File: src/rtl/stream_demux.sv
// -----------------------------------------------------------------------------
// stream_demux
//
// Splits the merged frame stream from the stream mux into three streams:
// packet, metadata and user data. A frame is one header flit (metadata plus
// packet/user byte lengths), then the packet flits, then the user flits.
// Each output is a one-entry registered slot. Framing errors are detected,
// reported with a one-cycle pulse plus a saturating count, and recovered from.
//
// Ports
//   clk, rst                      clock, synchronous active-high reset
//   in_data/valid/sop/eop/empty   merged input stream
//   in_ready                      input backpressure (combinational)
//   out_pkt_*                     packet stream (data, valid, sop, eop, empty)
//   out_pkt_ready                 packet sink ready
//   out_meta_data/valid           metadata stream
//   out_meta_ready                metadata sink ready
//   out_usr_*                     user stream (data, valid, sop, eop, empty)
//   out_usr_ready                 user sink ready
//   err_frame                     one-cycle pulse per framing error
//   err_cnt                       saturating framing-error count
//
// DATA_W must be 512 and EMPTY_W 6 (64-byte flits); META_W must be <= 480 so
// the metadata does not overlap the length fields at the top of the header.
// -----------------------------------------------------------------------------
module stream_demux #(
    parameter int DATA_W  = 512,
    parameter int EMPTY_W = 6,
    parameter int META_W  = 256
) (
    input  logic               clk,
    input  logic               rst,

    input  logic [DATA_W-1:0]  in_data,
    input  logic               in_valid,
    input  logic               in_sop,
    input  logic               in_eop,
    input  logic [EMPTY_W-1:0] in_empty,
    output logic               in_ready,

    output logic [DATA_W-1:0]  out_pkt_data,
    output logic               out_pkt_valid,
    output logic               out_pkt_sop,
    output logic               out_pkt_eop,
    output logic [EMPTY_W-1:0] out_pkt_empty,
    input  logic               out_pkt_ready,

    output logic [META_W-1:0]  out_meta_data,
    output logic               out_meta_valid,
    input  logic               out_meta_ready,

    output logic [DATA_W-1:0]  out_usr_data,
    output logic               out_usr_valid,
    output logic               out_usr_sop,
    output logic               out_usr_eop,
    output logic [EMPTY_W-1:0] out_usr_empty,
    input  logic               out_usr_ready,

    output logic               err_frame,
    output logic [31:0]        err_cnt
);

    localparam int CNT_W = 11;  // flit count up to 1024

    typedef enum logic [1:0] {
        S_HDR  = 2'd0,
        S_PKT  = 2'd1,
        S_USR  = 2'd2,
        S_DROP = 2'd3
    } state_t;

    state_t r_state;
    state_t w_state_next;

    // Per-frame section bookkeeping
    logic [CNT_W-1:0]   r_pkt_cnt,  w_pkt_cnt_next;
    logic [CNT_W-1:0]   r_usr_cnt,  w_usr_cnt_next;
    logic [EMPTY_W-1:0] r_pkt_emp,  w_pkt_emp_next;
    logic [EMPTY_W-1:0] r_usr_emp,  w_usr_emp_next;
    logic               r_first,    w_first_next;   // next section flit is its first

    logic               r_err_frame;
    logic [31:0]        r_err_cnt;
    logic               w_err;

    // Metadata output slot
    logic               r_meta_valid;
    logic [META_W-1:0]  r_meta_data;
    logic               w_meta_ld;

    // Streaming output slots: index 0 = packet, 1 = user
    logic [1:0]         w_ld;
    logic               w_eop;
    logic [EMPTY_W-1:0] w_empty;
    logic [1:0]         w_str_ready;
    logic [1:0]         w_str_valid;
    logic [1:0]         w_str_sop;
    logic [1:0]         w_str_eop;
    logic [DATA_W-1:0]  w_str_data  [2];
    logic [EMPTY_W-1:0] w_str_empty [2];

    // ---------------------------------------------------------------------
    // Header decode (only meaningful when the current flit is a header)
    // ---------------------------------------------------------------------
    logic [15:0]        w_pkt_len, w_usr_len;
    logic [16:0]        w_pkt_sum, w_usr_sum;
    logic [CNT_W-1:0]   w_pkt_flits, w_usr_flits;
    logic [EMPTY_W-1:0] w_pkt_last_emp, w_usr_last_emp;
    logic               w_lens_zero;
    logic               w_hdr_ok;

    assign w_pkt_len   = in_data[511:496];
    assign w_usr_len   = in_data[495:480];
    // ceil(len/64) without a divider: add 63, drop the low six bits
    assign w_pkt_sum   = {1'b0, w_pkt_len} + 17'd63;
    assign w_usr_sum   = {1'b0, w_usr_len} + 17'd63;
    assign w_pkt_flits = w_pkt_sum[16:6];
    assign w_usr_flits = w_usr_sum[16:6];
    // (64 - len[5:0]) mod 64; a multiple of 64 wraps to 0
    assign w_pkt_last_emp = EMPTY_W'(7'd64 - {1'b0, w_pkt_len[5:0]});
    assign w_usr_last_emp = EMPTY_W'(7'd64 - {1'b0, w_usr_len[5:0]});
    assign w_lens_zero = (w_pkt_len == 16'd0) && (w_usr_len == 16'd0);
    assign w_hdr_ok    = in_sop && (in_eop == w_lens_zero);

    // ---------------------------------------------------------------------
    // Section position
    // ---------------------------------------------------------------------
    logic               w_in_usr;
    logic [CNT_W-1:0]   w_cnt;
    logic [EMPTY_W-1:0] w_sec_emp;
    logic               w_sec_last;
    logic               w_frame_last;

    assign w_in_usr     = (r_state == S_USR);
    assign w_cnt        = w_in_usr ? r_usr_cnt : r_pkt_cnt;
    assign w_sec_emp    = w_in_usr ? r_usr_emp : r_pkt_emp;
    assign w_sec_last   = (w_cnt == CNT_W'(1));
    // The packet section's last flit also ends the frame when there is no user data
    assign w_frame_last = w_sec_last && (w_in_usr || (r_usr_cnt == '0));

    // ---------------------------------------------------------------------
    // Input handshake: ready follows the output slot the state feeds
    // ---------------------------------------------------------------------
    logic w_sel_valid, w_sel_ready, w_accept;

    always_comb begin
        w_sel_valid = 1'b0;
        w_sel_ready = 1'b1;
        case (r_state)
            S_HDR: begin
                w_sel_valid = r_meta_valid;
                w_sel_ready = out_meta_ready;
            end
            S_PKT: begin
                w_sel_valid = w_str_valid[0];
                w_sel_ready = out_pkt_ready;
            end
            S_USR: begin
                w_sel_valid = w_str_valid[1];
                w_sel_ready = out_usr_ready;
            end
            default: begin
                w_sel_valid = 1'b0;
                w_sel_ready = 1'b1;
            end
        endcase
    end

    assign in_ready = ~w_sel_valid | w_sel_ready;
    assign w_accept = in_valid & in_ready;

    // ---------------------------------------------------------------------
    // Next-state and load control
    // ---------------------------------------------------------------------
    always_comb begin
        w_state_next   = r_state;
        w_pkt_cnt_next = r_pkt_cnt;
        w_usr_cnt_next = r_usr_cnt;
        w_pkt_emp_next = r_pkt_emp;
        w_usr_emp_next = r_usr_emp;
        w_first_next   = r_first;
        w_err          = 1'b0;
        w_meta_ld      = 1'b0;
        w_ld           = 2'b00;
        w_eop          = 1'b0;
        w_empty        = '0;

        case (r_state)
            S_HDR: begin
                if (w_accept) begin
                    if (w_hdr_ok) begin
                        w_meta_ld      = 1'b1;
                        w_pkt_cnt_next = w_pkt_flits;
                        w_usr_cnt_next = w_usr_flits;
                        w_pkt_emp_next = w_pkt_last_emp;
                        w_usr_emp_next = w_usr_last_emp;
                        w_first_next   = 1'b1;
                        if (w_pkt_flits != '0) begin
                            w_state_next = S_PKT;
                        end else if (w_usr_flits != '0) begin
                            w_state_next = S_USR;
                        end else begin
                            w_state_next = S_HDR;
                        end
                    end else begin
                        w_err = 1'b1;
                        // A bad header that carries eop is a complete (empty) frame
                        w_state_next = in_eop ? S_HDR : S_DROP;
                    end
                end
            end

            S_PKT, S_USR: begin
                if (w_accept) begin
                    if (w_in_usr) begin
                        w_ld[1]        = 1'b1;
                        w_usr_cnt_next = r_usr_cnt - CNT_W'(1);
                    end else begin
                        w_ld[0]        = 1'b1;
                        w_pkt_cnt_next = r_pkt_cnt - CNT_W'(1);
                    end
                    w_first_next = 1'b0;

                    if (in_sop) begin
                        // A new frame starting mid-frame: close this one, skip the rest
                        w_err        = 1'b1;
                        w_eop        = 1'b1;
                        w_empty      = w_sec_last ? w_sec_emp : '0;
                        w_state_next = S_DROP;
                    end else if (in_eop && !w_frame_last) begin
                        // Truncated frame: the sender's empty is the best we have
                        w_err        = 1'b1;
                        w_eop        = 1'b1;
                        w_empty      = in_empty;
                        w_state_next = S_HDR;
                    end else if (w_frame_last && !in_eop) begin
                        // Over-long frame: close it here and drop the remainder
                        w_err        = 1'b1;
                        w_eop        = 1'b1;
                        w_empty      = w_sec_emp;
                        w_state_next = S_DROP;
                    end else if (w_sec_last) begin
                        w_eop   = 1'b1;
                        w_empty = w_sec_emp;
                        if (!w_in_usr && (r_usr_cnt != '0)) begin
                            w_state_next = S_USR;
                            w_first_next = 1'b1;
                        end else begin
                            w_state_next = S_HDR;
                        end
                    end
                end
            end

            default: begin
                if (w_accept && in_eop) begin
                    w_state_next = S_HDR;
                end
            end
        endcase
    end

    // ---------------------------------------------------------------------
    // State, counters, error reporting
    // ---------------------------------------------------------------------
    always_ff @(posedge clk) begin
        if (rst) begin
            r_state     <= S_HDR;
            r_pkt_cnt   <= '0;
            r_usr_cnt   <= '0;
            r_pkt_emp   <= '0;
            r_usr_emp   <= '0;
            r_first     <= 1'b0;
            r_err_frame <= 1'b0;
            r_err_cnt   <= '0;
        end else begin
            r_state     <= w_state_next;
            r_pkt_cnt   <= w_pkt_cnt_next;
            r_usr_cnt   <= w_usr_cnt_next;
            r_pkt_emp   <= w_pkt_emp_next;
            r_usr_emp   <= w_usr_emp_next;
            r_first     <= w_first_next;
            r_err_frame <= w_err;
            if (w_err && (r_err_cnt != 32'hFFFF_FFFF)) begin
                r_err_cnt <= r_err_cnt + 32'd1;
            end
        end
    end

    assign err_frame = r_err_frame;
    assign err_cnt   = r_err_cnt;

    // ---------------------------------------------------------------------
    // Metadata output slot
    // ---------------------------------------------------------------------
    always_ff @(posedge clk) begin
        if (rst) begin
            r_meta_valid <= 1'b0;
            r_meta_data  <= '0;
        end else if (w_meta_ld) begin
            r_meta_valid <= 1'b1;
            r_meta_data  <= in_data[META_W-1:0];
        end else if (out_meta_ready) begin
            r_meta_valid <= 1'b0;
        end
    end

    assign out_meta_valid = r_meta_valid;
    assign out_meta_data  = r_meta_data;

    // ---------------------------------------------------------------------
    // Packet and user output slots (identical structure)
    // ---------------------------------------------------------------------
    assign w_str_ready = {out_usr_ready, out_pkt_ready};

    generate
        for (genvar gi = 0; gi < 2; gi++) begin : g_str
            logic               r_valid;
            logic               r_sop;
            logic               r_eop;
            logic [DATA_W-1:0]  r_data;
            logic [EMPTY_W-1:0] r_empty;

            // Loading takes priority over draining so a slot can refill in
            // the same cycle its current flit is taken.
            always_ff @(posedge clk) begin
                if (rst) begin
                    r_valid <= 1'b0;
                    r_sop   <= 1'b0;
                    r_eop   <= 1'b0;
                    r_data  <= '0;
                    r_empty <= '0;
                end else if (w_ld[gi]) begin
                    r_valid <= 1'b1;
                    r_sop   <= r_first;
                    r_eop   <= w_eop;
                    r_data  <= in_data;
                    r_empty <= w_empty;
                end else if (w_str_ready[gi]) begin
                    r_valid <= 1'b0;
                end
            end

            assign w_str_valid[gi] = r_valid;
            assign w_str_sop[gi]   = r_sop;
            assign w_str_eop[gi]   = r_eop;
            assign w_str_data[gi]  = r_data;
            assign w_str_empty[gi] = r_empty;
        end
    endgenerate

    assign out_pkt_valid = w_str_valid[0];
    assign out_pkt_sop   = w_str_sop[0];
    assign out_pkt_eop   = w_str_eop[0];
    assign out_pkt_data  = w_str_data[0];
    assign out_pkt_empty = w_str_empty[0];

    assign out_usr_valid = w_str_valid[1];
    assign out_usr_sop   = w_str_sop[1];
    assign out_usr_eop   = w_str_eop[1];
    assign out_usr_data  = w_str_data[1];
    assign out_usr_empty = w_str_empty[1];

endmodule

File: config.mk
export PLATFORM = sky130hd
export DESIGN_NAME = stream_demux
export DESIGN_NICKNAME = d
export VERILOG_FILES = /design/src/rtl/stream_demux.sv
export SDC_FILE = /design/constraint.sdc
export NUM_CORES = 2
export LEC_CHECK = 0
export CAP_MARGIN = 40
export CELL_PAD_IN_SITES_DETAIL_PLACEMENT = 2
export CELL_PAD_IN_SITES_GLOBAL_PLACEMENT = 2
export CORE_AREA = 4 4 713 715
export CTS_CLUSTER_SIZE = 25
export DETAILED_ROUTE_END_ITERATION = 8
export DIE_AREA = 0 0 717 719
export GPL_TIMING_DRIVEN = 0
export HOLD_SLACK_MARGIN = 0.06
export PLACE_DENSITY = 0.36
export SYNTH_ARGS = -nofsm -noshare
export SYNTH_HDL_FRONTEND = slang
export SYNTH_SLANG_ARGS = --single-unit
File: constraint.sdc
create_clock -name clk -period 6.95 [get_ports clk]
set_input_delay 0.695 -clock clk [delete_from_list [all_inputs] [get_ports clk]]
set_output_delay 0.695 -clock clk [all_outputs]
set_load 0.02 [all_outputs]
* Word-level counts from Yosys, hierarchy flattened *
Cells that the tools add are included.

word-level totals
  bits in latches = 0
  memories = 0
  register bits after elaboration = 1369
  word-level logic and storage cells = 139
  output and inout bits = 1333
  bits in writable memories = 0
  memory bits (read-only) = 0

cells by class
  add/sub/neg operators = 7
  reduce and logical (&&, ||, !) cells = 30
  bitwise operators = 3
  div/mod/pow operators = 0
  mux-type cells = 68
  magnitude comparators = 0
  equality and inequality tests = 11
  shift-type cells = 0
  $mul = 0

operator list
  kind                                                                     count
  11-bit two-way mux                                                       9
  11-bit case mux with 2 select lines                                      2
  6-bit two-way mux                                                        7
  16-bit by 6-bit adder with 17-bit output (second input constant)         2
  11-bit nonzero test                                                      3
  32-bit by 1-bit adder with 32-bit output (second input constant)         1
  16-bit zero test                                                         2
  32-bit inequality test (second input constant)                           1
  1-bit two-way mux                                                        31
  2-bit two-way mux                                                        14
  11-bit by 1-bit subtractor with 11-bit output (second input constant)    2
  1-bit by 6-bit subtractor with 6-bit output (first input constant)       2
  11-bit by 1-bit equality test with 1-bit output (second input constant)  1
  11-bit zero test                                                         1
  2-bit inequality test (second input constant)                            5
  5-bit AND reduction                                                      2
  1-bit logical AND                                                        8
  4-bit AND reduction                                                      2
  2-bit nonzero test                                                       4
  1-bit case mux with 3 select lines                                       2
  5-bit inequality test (second input constant)                            1
  1-bit case mux with 2 select lines                                       2
  2-bit case mux with 2 select lines                                       1
  1-bit zero test                                                          3
  11 further kinds                                                         11

* Logic depth before layout (Yosys ltp) *
  depth in word-level cells = 11
  mapped depth = 16
  gate-level depth less buffers = 14

* Worst setup path before layout *
No wires, ideal clock.

  path type = register to register
  start point = reg r_pkt_cnt[7]
  end point = reg r_err_cnt[15], in the netlist err_cnt[15]
  path buffers = 0
  arrival time = 3115 ps
  cell stages (with the launch flop) = 14
  slack = 3765 ps
  path through = dfxtp_1 -> or3_1 -> or3_1 -> nor4_1 -> a31o_2 -> o21ai_0 -> inv_1 -> ha_1 -> nand3b_1 -> and2_1 -> o311ai_1 -> nand2b_4 -> or4_1 -> a21oi_1

between the ends
  word-level cells in the longest chain between the ends = 10

ends and longest elaborated chain
  item                                                    line      RTL
  start, declared                                         76        logic [CNT_W-1:0] r_pkt_cnt, w_pkt_cnt_next;
  start signal, assigned                                  278       r_pkt_cnt <= w_pkt_cnt_next;
  11-bit two-way mux *                                    135       assign w_cnt = w_in_usr ? r_usr_cnt : r_pkt_cnt;
  11-bit by 1-bit equality test with 1-bit output *       137       assign w_sec_last = (w_cnt == CNT_W'(1));
  1-bit logical AND *                                     139       assign w_frame_last = w_sec_last && (w_in_usr || (r_usr_cnt == '0));
  1-bit logical AND or 1-bit zero test (tied branches)    236, 230
  1-bit two-way mux or 1-bit logical AND (tied branches)  236, 230
  1-bit two-way mux *                                     230       end else if (in_eop && !w_frame_last) begin
  1-bit two-way mux *                                     224       if (in_sop) begin
  1-bit two-way mux *                                     214       if (w_accept) begin
  1-bit case mux with 2 select lines *                    188       case (r_state)
  1-bit logical AND *                                     284       if (w_err && (r_err_cnt != 32'hFFFF_FFFF)) begin
  end signal, assigned                                    285       r_err_cnt <= r_err_cnt + 32'd1;
  end, declared                                           83        logic [31:0] r_err_cnt;

Every way passes the cells marked *; elsewhere a longest branch is shown, timed or not.
A chain may end at the register's enable or synchronous reset.

* Final worst setup path *
  start point = reg r_state[0]
  end point = reg g_str[1].r_data[462], in the netlist out_usr_data[462]

between the ends
  word-level cells in the longest chain between the ends = 7

ends and longest elaborated chain
  item                                               line           RTL
  start, declared                                    72             state_t r_state;
  start signal, assigned                             277            r_state <= w_state_next;
  2-bit equality test, or another cell as far along  134, 149, 188
  1-bit case mux with 3 select lines                 149            case (r_state)
  1-bit inverter                                     169            assign in_ready = ~w_sel_valid | w_sel_ready;
  1-bit OR                                           169
  1-bit AND                                          170            assign w_accept = in_valid & in_ready;
  2-bit two-way mux                                  214
  2-bit two-way mux *                                188
  end signal, assigned                               337            r_data <= in_data;
  end, declared                                      321            logic [DATA_W-1:0] r_data;

Marks and branches as above.

==> impl_metrics.env <==
export IMPL_synthDominantAreaCellType="dfxtp_1"
export IMPL_power_leakage_nw=26.66
export IMPL_critical_path_n_buffers_inverters=5
export IMPL_finish_net_count=8948
export IMPL_timing_final_max_slew_violations=0
export IMPL_post_cts_setup_buffers=0
export IMPL_switching_share_pct=33.64
export IMPL_netlist_area_um2=50470
export IMPL_comb_power_share_pct=21.3
export IMPL_critical_path_slowest_cell="buf_2"
export IMPL_power_total_mw=24.88
export IMPL_internal_power_mw=16.51
export IMPL_critPathCaptureType="flop"
export IMPL_drive_above_1_share_pct=10.58
export IMPL_core_area_um2=501300
export IMPL_worst_path_class_setup="flop to flop"
export IMPL_vias=54670
export IMPL_drtPass1Iterations=5
export IMPL_die_h_um=719
export IMPL_synth_edff_count=0
export IMPL_timing_critical_path_arrival_ns=5.37
export IMPL_ys_dominant_reg_cell="dfxtp_1"
export IMPL_ant_nets=0
export IMPL_cp_peak_stage_delay_ns=0.68
export IMPL_timing_critical_path_required_ns=7.79
export IMPL_worst_clk_skew_ns=0.06895
export IMPL_global_route_overflow_total=0
export IMPL_nets_in_the_synthesized_netlist=6817
export IMPL_cts_tree="yes"
export IMPL_rows=260
export IMPL_htree_num_levels=4
export IMPL_critPathTopFamily="buffers and inverters"
export IMPL_die_width_um=717
export IMPL_synth_yosys_seq_area_share_pct=54.30
export IMPL_worst_slew_margin_rel_pct=38.25
export IMPL_tns_ns=0
export IMPL_dieArea_um2=515500
export IMPL_worst_slew_pin_slew_ns=0.9263
export IMPL_stages_on_worst_setup_path=12
export IMPL_result_of_the_run="finished, final reports clean"
export IMPL_routabilityCongestion=0.8373
export IMPL_ioPinCount=1859
export IMPL_yosys_register_bits=1369
export IMPL_grt_max_degree=17
export IMPL_drt_vias_per_instance=3.578
export IMPL_hpwlAfterDp_um=405600
export IMPL_syn_mean_instance_area_um2=8.040
export IMPL_crit_start="r_state[0]"
export IMPL_yosys_area_top_type_share_pct=54.30
export IMPL_wl_um=476700
export IMPL_cts_root_buf="clkbuf_16"
export IMPL_power_frac_seq_pct=35.1
export IMPL_critPathMaxFanout=10
export IMPL_clk_insertion_delay_late_ns=0.90
export IMPL_layout_filler_cells=57850
export IMPL_timing_critical_path_to="out_usr_data[462]"
export IMPL_vias_in_the_first_global_route=58770
export IMPL_worst_r2r_cell_count=12
export IMPL_powerDensity_nw_per_um2=291.1
export IMPL_numCtsBuffers=204
export IMPL_clk_transition_reported_paths_ns=0.06
export IMPL_fmax_ghz=0.2203
export IMPL_r2r_start="r_state[0]"
export IMPL_clk_pwr_share_pct=43.7
export IMPL_initial_utilization_pct=10.07
export IMPL_crit_path_cell_trace="inv_1 -> ha_1 -> clkbuf_1 -> a222oi_1 -> or3_1 -> nand2_1 -> nor2_4 -> clkbuf_2 -> buf_2 -> buf_2 -> nand2_1 -> a21oi_1"
export IMPL_finalSetupViolCount=0
export IMPL_grt_setup_unrepaired="no"
export IMPL_reg2reg_slack_ns=2.41
export IMPL_port_buffers=1843
export IMPL_finalHoldViolations=0
export IMPL_route_detailed_drc=0
export IMPL_flow_area_growth_from_synthesis_pct=69.32
export IMPL_clk_path_buf_depth=4
export IMPL_ys_warnings_count=0
export IMPL_netlist_top_cells_area="dfxtp_1, nand2_1, a21oi_1, a21oi_2, clkbuf_1"
export IMPL_final_period_utilization_pct=65.31
export IMPL_antenna_found_initial=164
export IMPL_timing_final_crit_period_ns=4.539
export IMPL_async_flop_share_pct=0
export IMPL_worst_setup_path_start_kind="flop"
export IMPL_hp_class="input port to flop"
export IMPL_globalRouteTotalUtil_pct=17.78
export IMPL_timing_max_cap_violations=0
export IMPL_tritoncts_num_sinks=1369
export IMPL_power_switching_mw=8.370
export IMPL_synthCells=6278
export IMPL_detail_route_wl_per_cell_um=31.20
export IMPL_grt_first_pass_wirelength_um=609600
export IMPL_drt_first_iter_violations=1995
export IMPL_post_synth_num_cell_types=67
export IMPL_vdd_ir_drop_worst_uv=179.5
export IMPL_reg2reg_to="out_usr_data[462]"
==> state kept, by name, indices dropped and copies added, names as in the netlist <==
register / count
out_pkt_data: 512
err_frame: 1
out_usr_eop: 1
out_pkt_empty: 6
r_usr_cnt: 11
out_usr_data: 512
out_pkt_eop: 1
r_first: 1
out_usr_empty: 6
out_meta_data: 256
r_pkt_emp: 6
err_cnt: 32
r_pkt_cnt: 11
out_usr_valid: 1
r_usr_emp: 6
out_usr_sop: 1
out_pkt_valid: 1
r_state: 2
out_pkt_sop: 1
out_meta_valid: 1
==> layout make-up <==
class,count,area (um2),area share [%]
Clock buffer,315,6093,7.130
Clock inverter,48,645.6,0.7554
Buffer,480,2296,2.687
Antenna cell,33,82.58,0.09663
Sequential cell,1369,27410,32.07
Inverter,17,63.81,0.07467
Tap cell,6681,8359,9.781
Multi-Input combinational cell,4412,20760,24.30
Timing Repair Buffer,1925,19750,23.11
==> power by group through the flow <==
stage               Sequential (mW)  Clock [mW]  Combinational [mW]
detailed placement             8.90           0                5.51
CTS                            8.74        11.4                5.53
floorplan                      9.38           0                1.54
finish                         8.73        10.9                5.29
global route                   8.79        11.7                5.68
global placement               8.89           0                5.33
==> what timing repair did <==
action | 4_1_cts | 5_1_grt
hold buffers | 1 | 0
resized for setup | 0 | 0
hold endpoints to repair | 1 | 0
==> layer usage <==
metal	up-vias	global-route usage [%]	share of wire (%)
met1	27680	19.12	38
li1	24820	-	-
met2	1589	34.29	54
met3	490	4.959	6.5
met4	100	3.309	2.1
met5	-	0	0.14
==> placed cells by master (no fill, tap or decap), types with 9 or more instances in the layout <==
cell type	synthesis	layout
a211oi_1	16	16
a21oi_1	1146	1146
a21oi_2	199	199
a31oi_1	9	9
and3_1	11	11
buf_1	22	22
buf_12	21	27
buf_16	0	12
buf_2	44	44
buf_6	6	32
buf_8	2	38
bufinv_16	0	10
clkbuf_1	384	418
clkbuf_16	0	205
clkbuf_2	0	21
clkbuf_8	0	55
clkdlybuf4s50_1	0	1843
clkinv_2	0	22
dfxtp_1	1369	1369
diode_2	0	33
ha_1	13	13
inv_1	17	17
mux2_2	9	9
nand2_1	2448	2447
nand2_2	191	192
nand2b_1	14	14
nand3_1	38	38
nand4_1	13	13
nor2_1	65	63
nor3_1	34	34
nor4_1	11	11
o21ai_0	26	26
o21ai_1	14	14
or3_1	18	18
xnor2_1	29	29
xor2_1	10	10
==> cells by family (layout without fill, tap and decap cells) <==
family / Yosys count / in the layout / synth area share [%]
AND/OR/NAND/NOR: 2885 / 2885 / 23.32
AO/OA/AOI/OAI: 1459 / 1459 / 16.39
buffers and inverters: 497 / 2785 / 4.623
flip-flops: 1369 / 1369 / 54.30
multiplexers: 16 / 16 / 0.3694
other: 0 / 33 / 0
XOR/XNOR: 39 / 39 / 0.6767
adder cells (fa/ha/maj): 13 / 13 / 0.3223
==> Yosys cell counts, drive strengths merged (4+ instances only) <==
cell type and count:
nor3 36, mux2i 4, nor2 65, o22ai 6, xnor2 29, and3 11, nand3 39, a22oi 6
ha 13, nand3b 4, a31oi 9, a21oi 1345, mux2 12, xor2 10, clkbuf 384, nor2b 4
o31ai 8, nand2b 15, o21ai 40, or4 8, nand4 13, or3 18, o32ai 5, nand2 2640
and2 4, nor4 13, dfxtp 1369, a311oi 7, inv 17, buf 96, a211oi 16
==> through the flow <==
step	cells	cell area, um2	hold slack [ns]	setup WS [ns]	utilization (%)
floorplan	6278	50470	0.4284	3.765	-
global placement	14800	77280	0.4417	-0.7325	15.42
detailed placement	14880	78630	0.4448	1.363	15.69
CTS	15250	85380	0.07984	1.925	17.03
global route	15260	85410	0.1110	1.961	17.04
finish	15280	85460	0.2116	2.411	17.05
==> worst reg2reg max path: cells and delay by family, from the launching register on <==
kind	cells	cell delay, ns
adder cells (fa/ha/maj)	1	0.19
buffers and inverters	5	2.20
AND/OR/NAND/NOR	4	1.14
flip-flops	1	0.41
AO/OA/AOI/OAI	2	0.54
==> worst min path at each step <==
stage                   endpoint    startpoint  depth (start not counted)  slack (ns)
2_1_floorplan       r_usr_emp[2]  r_usr_emp[2]                          2        0.43
3_3_place_gp        r_usr_emp[4]  r_usr_emp[4]                          2        0.44
3_5_place_dp        r_pkt_emp[2]  r_pkt_emp[2]                          2        0.44
4_1_cts        out_pkt_data[482]  in_data[482]                          3        0.08
5_1_grt        out_pkt_data[482]  in_data[482]                          3        0.11
6_report       out_pkt_data[482]  in_data[482]                          3        0.21
Power figures use the tool's default switching activity.
